===== src/rtl/alu_arb_pkg.sv =====
// Shared constants for the ALU bus arbiter: FSM state codes, grant encodings
// and the default watchdog limit.
package alu_arb_pkg;

    localparam int DEFAULT_TIMEOUT = 255;

    localparam logic [2:0] ST_IDLE  = 3'd0;
    localparam logic [2:0] ST_OWN0  = 3'd1;
    localparam logic [2:0] ST_OWN1  = 3'd2;
    localparam logic [2:0] ST_LOCK0 = 3'd3;
    localparam logic [2:0] ST_LOCK1 = 3'd4;

    localparam logic [1:0] GNT_NONE = 2'b00;
    localparam logic [1:0] GNT_M0   = 2'b01;
    localparam logic [1:0] GNT_M1   = 2'b10;

endpackage


===== src/rtl/alu_arb_watchdog.sv =====
// Stall counter for the arbiter: counts unterminated strobe cycles and pulses
// fire on the cycle the count reaches TIMEOUT.
module alu_arb_watchdog
    import alu_arb_pkg::*;
#(
    parameter int TIMEOUT = DEFAULT_TIMEOUT
) (
    input  logic clk_i,
    input  logic rst_i,
    input  logic enable,
    input  logic stb,
    input  logic term,
    output logic fire
);

    localparam int CNT_W = $clog2(TIMEOUT + 1);

    logic [CNT_W-1:0] count;
    logic             stall;

    // A slave termination in the same cycle wins over the watchdog.
    assign stall = enable & stb & ~term;
    assign fire  = stall && (count == CNT_W'(TIMEOUT - 1));

    always_ff @(posedge clk_i or posedge rst_i) begin
        if (rst_i) begin
            count <= '0;
        end else if (!stall || fire) begin
            count <= '0;
        end else if (count != '1) begin
            count <= count + 1'b1;
        end
    end

endmodule


===== src/rtl/alu_bus_arbiter.sv =====
// Two-master round-robin arbiter with bus lock in front of the ALU slave port.
// Request path is registered through the FSM; response path is combinational.
module alu_bus_arbiter
    import alu_arb_pkg::*;
#(
    parameter int ADDR_W  = 32,
    parameter int DATA_W  = 32,
    parameter int SEL_W   = 8,
    parameter int TIMEOUT = DEFAULT_TIMEOUT
) (
    input  logic              clk_i,
    input  logic              rst_i,
    input  logic              m0_cyc_i,
    input  logic              m0_stb_i,
    input  logic              m0_we_i,
    input  logic              m0_lock_i,
    input  logic [ADDR_W-1:0] m0_addr_i,
    input  logic [DATA_W-1:0] m0_dat_i,
    input  logic [SEL_W-1:0]  m0_sel_i,
    output logic [DATA_W-1:0] m0_dat_o,
    output logic              m0_ack_o,
    output logic              m0_err_o,
    output logic              m0_rty_o,
    input  logic              m1_cyc_i,
    input  logic              m1_stb_i,
    input  logic              m1_we_i,
    input  logic              m1_lock_i,
    input  logic [ADDR_W-1:0] m1_addr_i,
    input  logic [DATA_W-1:0] m1_dat_i,
    input  logic [SEL_W-1:0]  m1_sel_i,
    output logic [DATA_W-1:0] m1_dat_o,
    output logic              m1_ack_o,
    output logic              m1_err_o,
    output logic              m1_rty_o,
    output logic              s_cyc_o,
    output logic              s_stb_o,
    output logic              s_we_o,
    output logic              s_lock_o,
    output logic [ADDR_W-1:0] s_addr_o,
    output logic [DATA_W-1:0] s_dat_o,
    output logic [SEL_W-1:0]  s_sel_o,
    input  logic [DATA_W-1:0] s_dat_i,
    input  logic              s_ack_i,
    input  logic              s_err_i,
    input  logic              s_rty_i,
    output logic [1:0]        grant_o,
    output logic              timeout_o
);

    logic [2:0] state, state_nxt;
    logic       last, last_nxt;
    logic       own0, own1, owning, sel1;
    logic       term, fire;

    assign own0   = (state == ST_OWN0);
    assign own1   = (state == ST_OWN1);
    assign owning = own0 | own1;
    assign sel1   = own1 | (state == ST_LOCK1);
    assign term   = s_ack_i | s_err_i | s_rty_i;

    alu_arb_watchdog #(.TIMEOUT(TIMEOUT)) u_watchdog (
        .clk_i  (clk_i),
        .rst_i  (rst_i),
        .enable (owning),
        .stb    (sel1 ? m1_stb_i : m0_stb_i),
        .term   (term),
        .fire   (fire)
    );

    always_comb begin
        state_nxt = state;
        last_nxt  = last;
        case (state)
            ST_IDLE: begin
                if (m0_cyc_i && (!m1_cyc_i || last)) begin
                    state_nxt = ST_OWN0;
                    last_nxt  = 1'b0;
                end else if (m1_cyc_i) begin
                    state_nxt = ST_OWN1;
                    last_nxt  = 1'b1;
                end
            end
            ST_OWN0:  if (!m0_cyc_i) state_nxt = m0_lock_i ? ST_LOCK0 : ST_IDLE;
            ST_OWN1:  if (!m1_cyc_i) state_nxt = m1_lock_i ? ST_LOCK1 : ST_IDLE;
            ST_LOCK0: begin
                if (m0_cyc_i)       state_nxt = ST_OWN0;
                else if (!m0_lock_i) state_nxt = ST_IDLE;
            end
            ST_LOCK1: begin
                if (m1_cyc_i)       state_nxt = ST_OWN1;
                else if (!m1_lock_i) state_nxt = ST_IDLE;
            end
            default:  state_nxt = ST_IDLE;
        endcase
    end

    // last resets to master 1 so master 0 wins the first tie.
    always_ff @(posedge clk_i or posedge rst_i) begin
        if (rst_i) begin
            state <= ST_IDLE;
            last  <= 1'b1;
        end else begin
            state <= state_nxt;
            last  <= last_nxt;
        end
    end

    always_comb begin
        s_cyc_o  = owning & (sel1 ? m1_cyc_i  : m0_cyc_i);
        s_stb_o  = owning & (sel1 ? m1_stb_i  : m0_stb_i) & ~fire;
        s_we_o   = owning & (sel1 ? m1_we_i   : m0_we_i);
        s_lock_o = owning & (sel1 ? m1_lock_i : m0_lock_i);
        s_addr_o = owning ? (sel1 ? m1_addr_i : m0_addr_i) : '0;
        s_dat_o  = owning ? (sel1 ? m1_dat_i  : m0_dat_i)  : '0;
        s_sel_o  = owning ? (sel1 ? m1_sel_i  : m0_sel_i)  : '0;

        m0_dat_o = own0 ? s_dat_i : '0;
        m0_ack_o = own0 & s_ack_i;
        m0_err_o = own0 & (s_err_i | fire);
        m0_rty_o = own0 & s_rty_i;
        m1_dat_o = own1 ? s_dat_i : '0;
        m1_ack_o = own1 & s_ack_i;
        m1_err_o = own1 & (s_err_i | fire);
        m1_rty_o = own1 & s_rty_i;

        timeout_o = fire;
    end

    // A locked master still holds the grant while its cycle is paused.
    always_comb begin
        case (state)
            ST_OWN0, ST_LOCK0: grant_o = GNT_M0;
            ST_OWN1, ST_LOCK1: grant_o = GNT_M1;
            default:           grant_o = GNT_NONE;
        endcase
    end

endmodule


===== config.mk =====
export PLATFORM = sky130hd
export DESIGN_NAME = alu_bus_arbiter
export DESIGN_NICKNAME = d
export VERILOG_FILES = /design/src/rtl/alu_arb_pkg.sv /design/src/rtl/alu_arb_watchdog.sv /design/src/rtl/alu_bus_arbiter.sv
export SDC_FILE = /design/constraint.sdc
export NUM_CORES = 1
export LEC_CHECK = 0
export CORE_AREA = 5 5 127 129
export DETAILED_ROUTE_END_ITERATION = 16
export DIE_AREA = 0 0 132 134
export GPL_TIMING_DRIVEN = 1
export PLACE_DENSITY_LB_ADDON = 0.15
export SLEW_MARGIN = 20
export SYNTH_ARGS = -nofsm -noshare
export SYNTH_HDL_FRONTEND = slang
export SYNTH_SLANG_ARGS = --single-unit

===== constraint.sdc =====
create_clock -name clk_i -period 1.8 [get_ports clk_i]
set_input_delay 0.45 -clock clk_i [delete_from_list [all_inputs] [get_ports clk_i]]
set_output_delay 0.45 -clock clk_i [all_outputs]
set_load 0.01 [all_outputs]

==> impl_metrics.toml <==
[outcome]
status = "complete, but fails checks"
violations = "negative setup slack"

[power_and_ir_drop]
switching_share_pct = 44.51
power_frac_comb_pct = 92.0
pwr-share-seq_pct = 3.5
power.switching_uw = 4603
p_per_area_mw_per_mm2 = 1448
clkPwrFrac_pct = 4.4
intPower_uw = 5739
vdd_ir_drop_max_mv = 0.7105
p_leak_uw = 0.003320

[route]
drt_wl_total_um = 18690
drtPass1Iterations = 6
final_antenna_net_count = 0
viasPerCell = 4.392
drt_iter0_markers = 205
dr_total_vias = 4423
wire_per_inst_um = 18.56
drc = 0

[die]
io_pins = 338
initial_core_util_pct = 15.35
dieArea_sq_mm = 0.01769
fp.dieW_um = 132
coreArea_sq_mm = 0.01492
rows = 45
die_h_um = 134

[synthesis]
ys_top_cells_by_count = "153 x nand2_1, 81 x a21oi_1, 69 x and2_1"
synth.avg_cell_area_sq_um = 5.571
synth-edff-count = 0
ys_async_sr_fraction_pct = 100.0
synth_nets = 602
synth-seq-cells = 12
synth_largest_area_cell = "nand2_1"
synthCells = 411
synthMostInstantiatedCell = "nand2_1"
yosysUniqueCellTypes = 37
synth_top_area_share_pct = 25.08
syn-cell-area_sq_mm = 0.002290
synth_area_leaders = "nand2_1 25%, and2_1 19%, a21oi_1 18%"
ys_warn_count = 0
synth_top_flop_cell = "dfrtp_1"
yosysSeqAreaShare_pct = 13.17

[setup_path]
start_kind = "flip-flop"
end_kind = "output port"
cp-startpoint = "state[2]"
cp.arrival_ps = 1840
crit_fanout = 8
required_ps = 1350
r2r_start = "state[2]"
reg2reg_slack_ps = 140
critical_path_class = "reg -> out"
r2r_cells = 7

[global_routing]
overflow = 0
gr-usage-met2_pct = 34.73
busiest_layer = "met2"
grt_pass1_wl_um = 26300
globalRouteTotalUtil_pct = 18.45
grt_max_degree = 29
grt_pass1_vias = 4256
grtUsageMet3_pct = 3.601
antenna_found_initial = 1
grtUsageMet1_pct = 22.72

[sta]
fin_ws_ps = -491.0
finalCriticalPeriod_ps = 2291
slew_viol_final = 0
rsz0062_at_grt = "true"
hold_violations = 0
fmaxAchievable_ghz = 0.4365
fin_skew_ps = 5.112
fin_hold_ws_ps = 535.3
worstMarginPinSlew_ps = 506.4
fin_crit_sh_pct = 127.3
slew_headroom_pct = 66.20
setup-violations-final = 147

[finish]
layout-drive-gt1-share_pct = 46.03
fillCellCount = 1494
regArea_sq_um = 304.0
nets = 1011
area_delta_synth_final_pct = 211.9
diodes = 0
multiInputGateArea_sq_mm = 0.002245

[placement]
dpl_worst_slack_ps = -1055
portBuffers = 337
hpwl_um = 13890
gp_congestion = 0.8579

[cts]
hold_buffers = 0
cts.path.max_buffers = 2
clock_latency_ps = 240
cts.sinks = 12
cts-root-buf = "clkbuf_16"
cts_tree = "yes"
cts_htree_levels = 1
cts_buffers = 3
clkTransAtPathRegs_ps = 50

[worst_hold_path]
min_path_type = "in -> async"

[run]
maxCapViolations = 0
[area by class of cell]
class                   count  area share (%)
inverters                   6          0.4906
well taps                 188           3.294
repair buffers            437           59.28
flip-flops and latches     12           4.258
multi-input cells         360           31.44
clock buffers               4           1.244
[power by group through the flow]
stage / registers [uW] / clock network, uW / logic, uW
after floorplan: 337 / 0 / 3400
final: 364 / 460 / 9520
after detailed placement: 364 / 0 / 7980
after CTS: 365 / 463 / 8380
after global placement: 364 / 0 / 7930
after global routing: 372 / 480 / 10100
[path summary, 6_finish.rpt]
check | end
min in group clk_i | last
max in group asynchronous | state[2]
setup / recovery | m0_dat_o[22]
setup reg to reg | u_watchdog.count[2]
hold / removal | state[1]
hold reg to reg | last
[cell usage in the layout (no fill, tap or decap), types with 3 or more instances in the layout]
cell type,n
clkdlybuf4s50_1,181
nand2_1,153
buf_2,86
buf_6,73
a21oi_2,61
buf_4,47
and2_4,44
and2_1,25
a21oi_1,16
buf_12,16
clkbuf_2,11
nor2_1,9
clkbuf_16,9
dfrtp_1,9
buf_16,6
dlygate4sd2_1,6
inv_1,5
o21a_1,4
a31oi_1,4
a211oi_1,4
a21oi_4,4
buf_8,4
nor3_1,3
[critical path: stages, from the launching register on]
cell and delay, ps:
dfrtp_2 430, and2b_1 210, and2b_2 220, buf_4 150, buf_12 140, clkbuf_16 150
and2_1 150, buf_2 140
[routing by layer]
layer  vias up  share of wire (%)
met5         -              0.070
met3        14                5.8
met1      2060                 41
met4         2               0.76
met2       188                 53
li1       2159                  -
[stage by stage]
step           std cells  cell area (sq um)  total power (uW)  util [%]  setup TNS, ps
3_3_place_gp         950               6469              8298     43.35         -87210
6_report            1007               7141             10340     47.86         -56840
5_1_grt             1007               7141             10920     47.86         -66620
4_1_cts              991               6696              9206     44.88         -56530
3_5_place_dp         950               6469              8341     43.35         -85500
2_1_floorplan        411               2521              3734         -          -2474
[state kept, by name, indices dropped and copies added, names as in the netlist]
register and cells:
u_watchdog.count 8, state 3, last 1
[cells by family (layout without fill, tap and decap cells)]
group                      after synthesis  in the layout  share of synthesized area (%)
and+or+nand+nor                        256            256                          52.51
AOI/OAI and AO/OA                       99             99                          23.28
adders and majority gates                2              2                          1.093
buffers and inverters                   39            447                          8.470
xor gates and xnor gates                 3              3                          1.476
DFF                                     12             12                          13.17
[repair_timing]
item                       in CTS  in global routing
setup buffers                  30                 16
gates cloned                    7                  8
pin swaps                      20                 18
gates resized for setup       638                127
setup endpoints to repair     154                155
No activity file was read; power rests on OpenSTA's default activity.
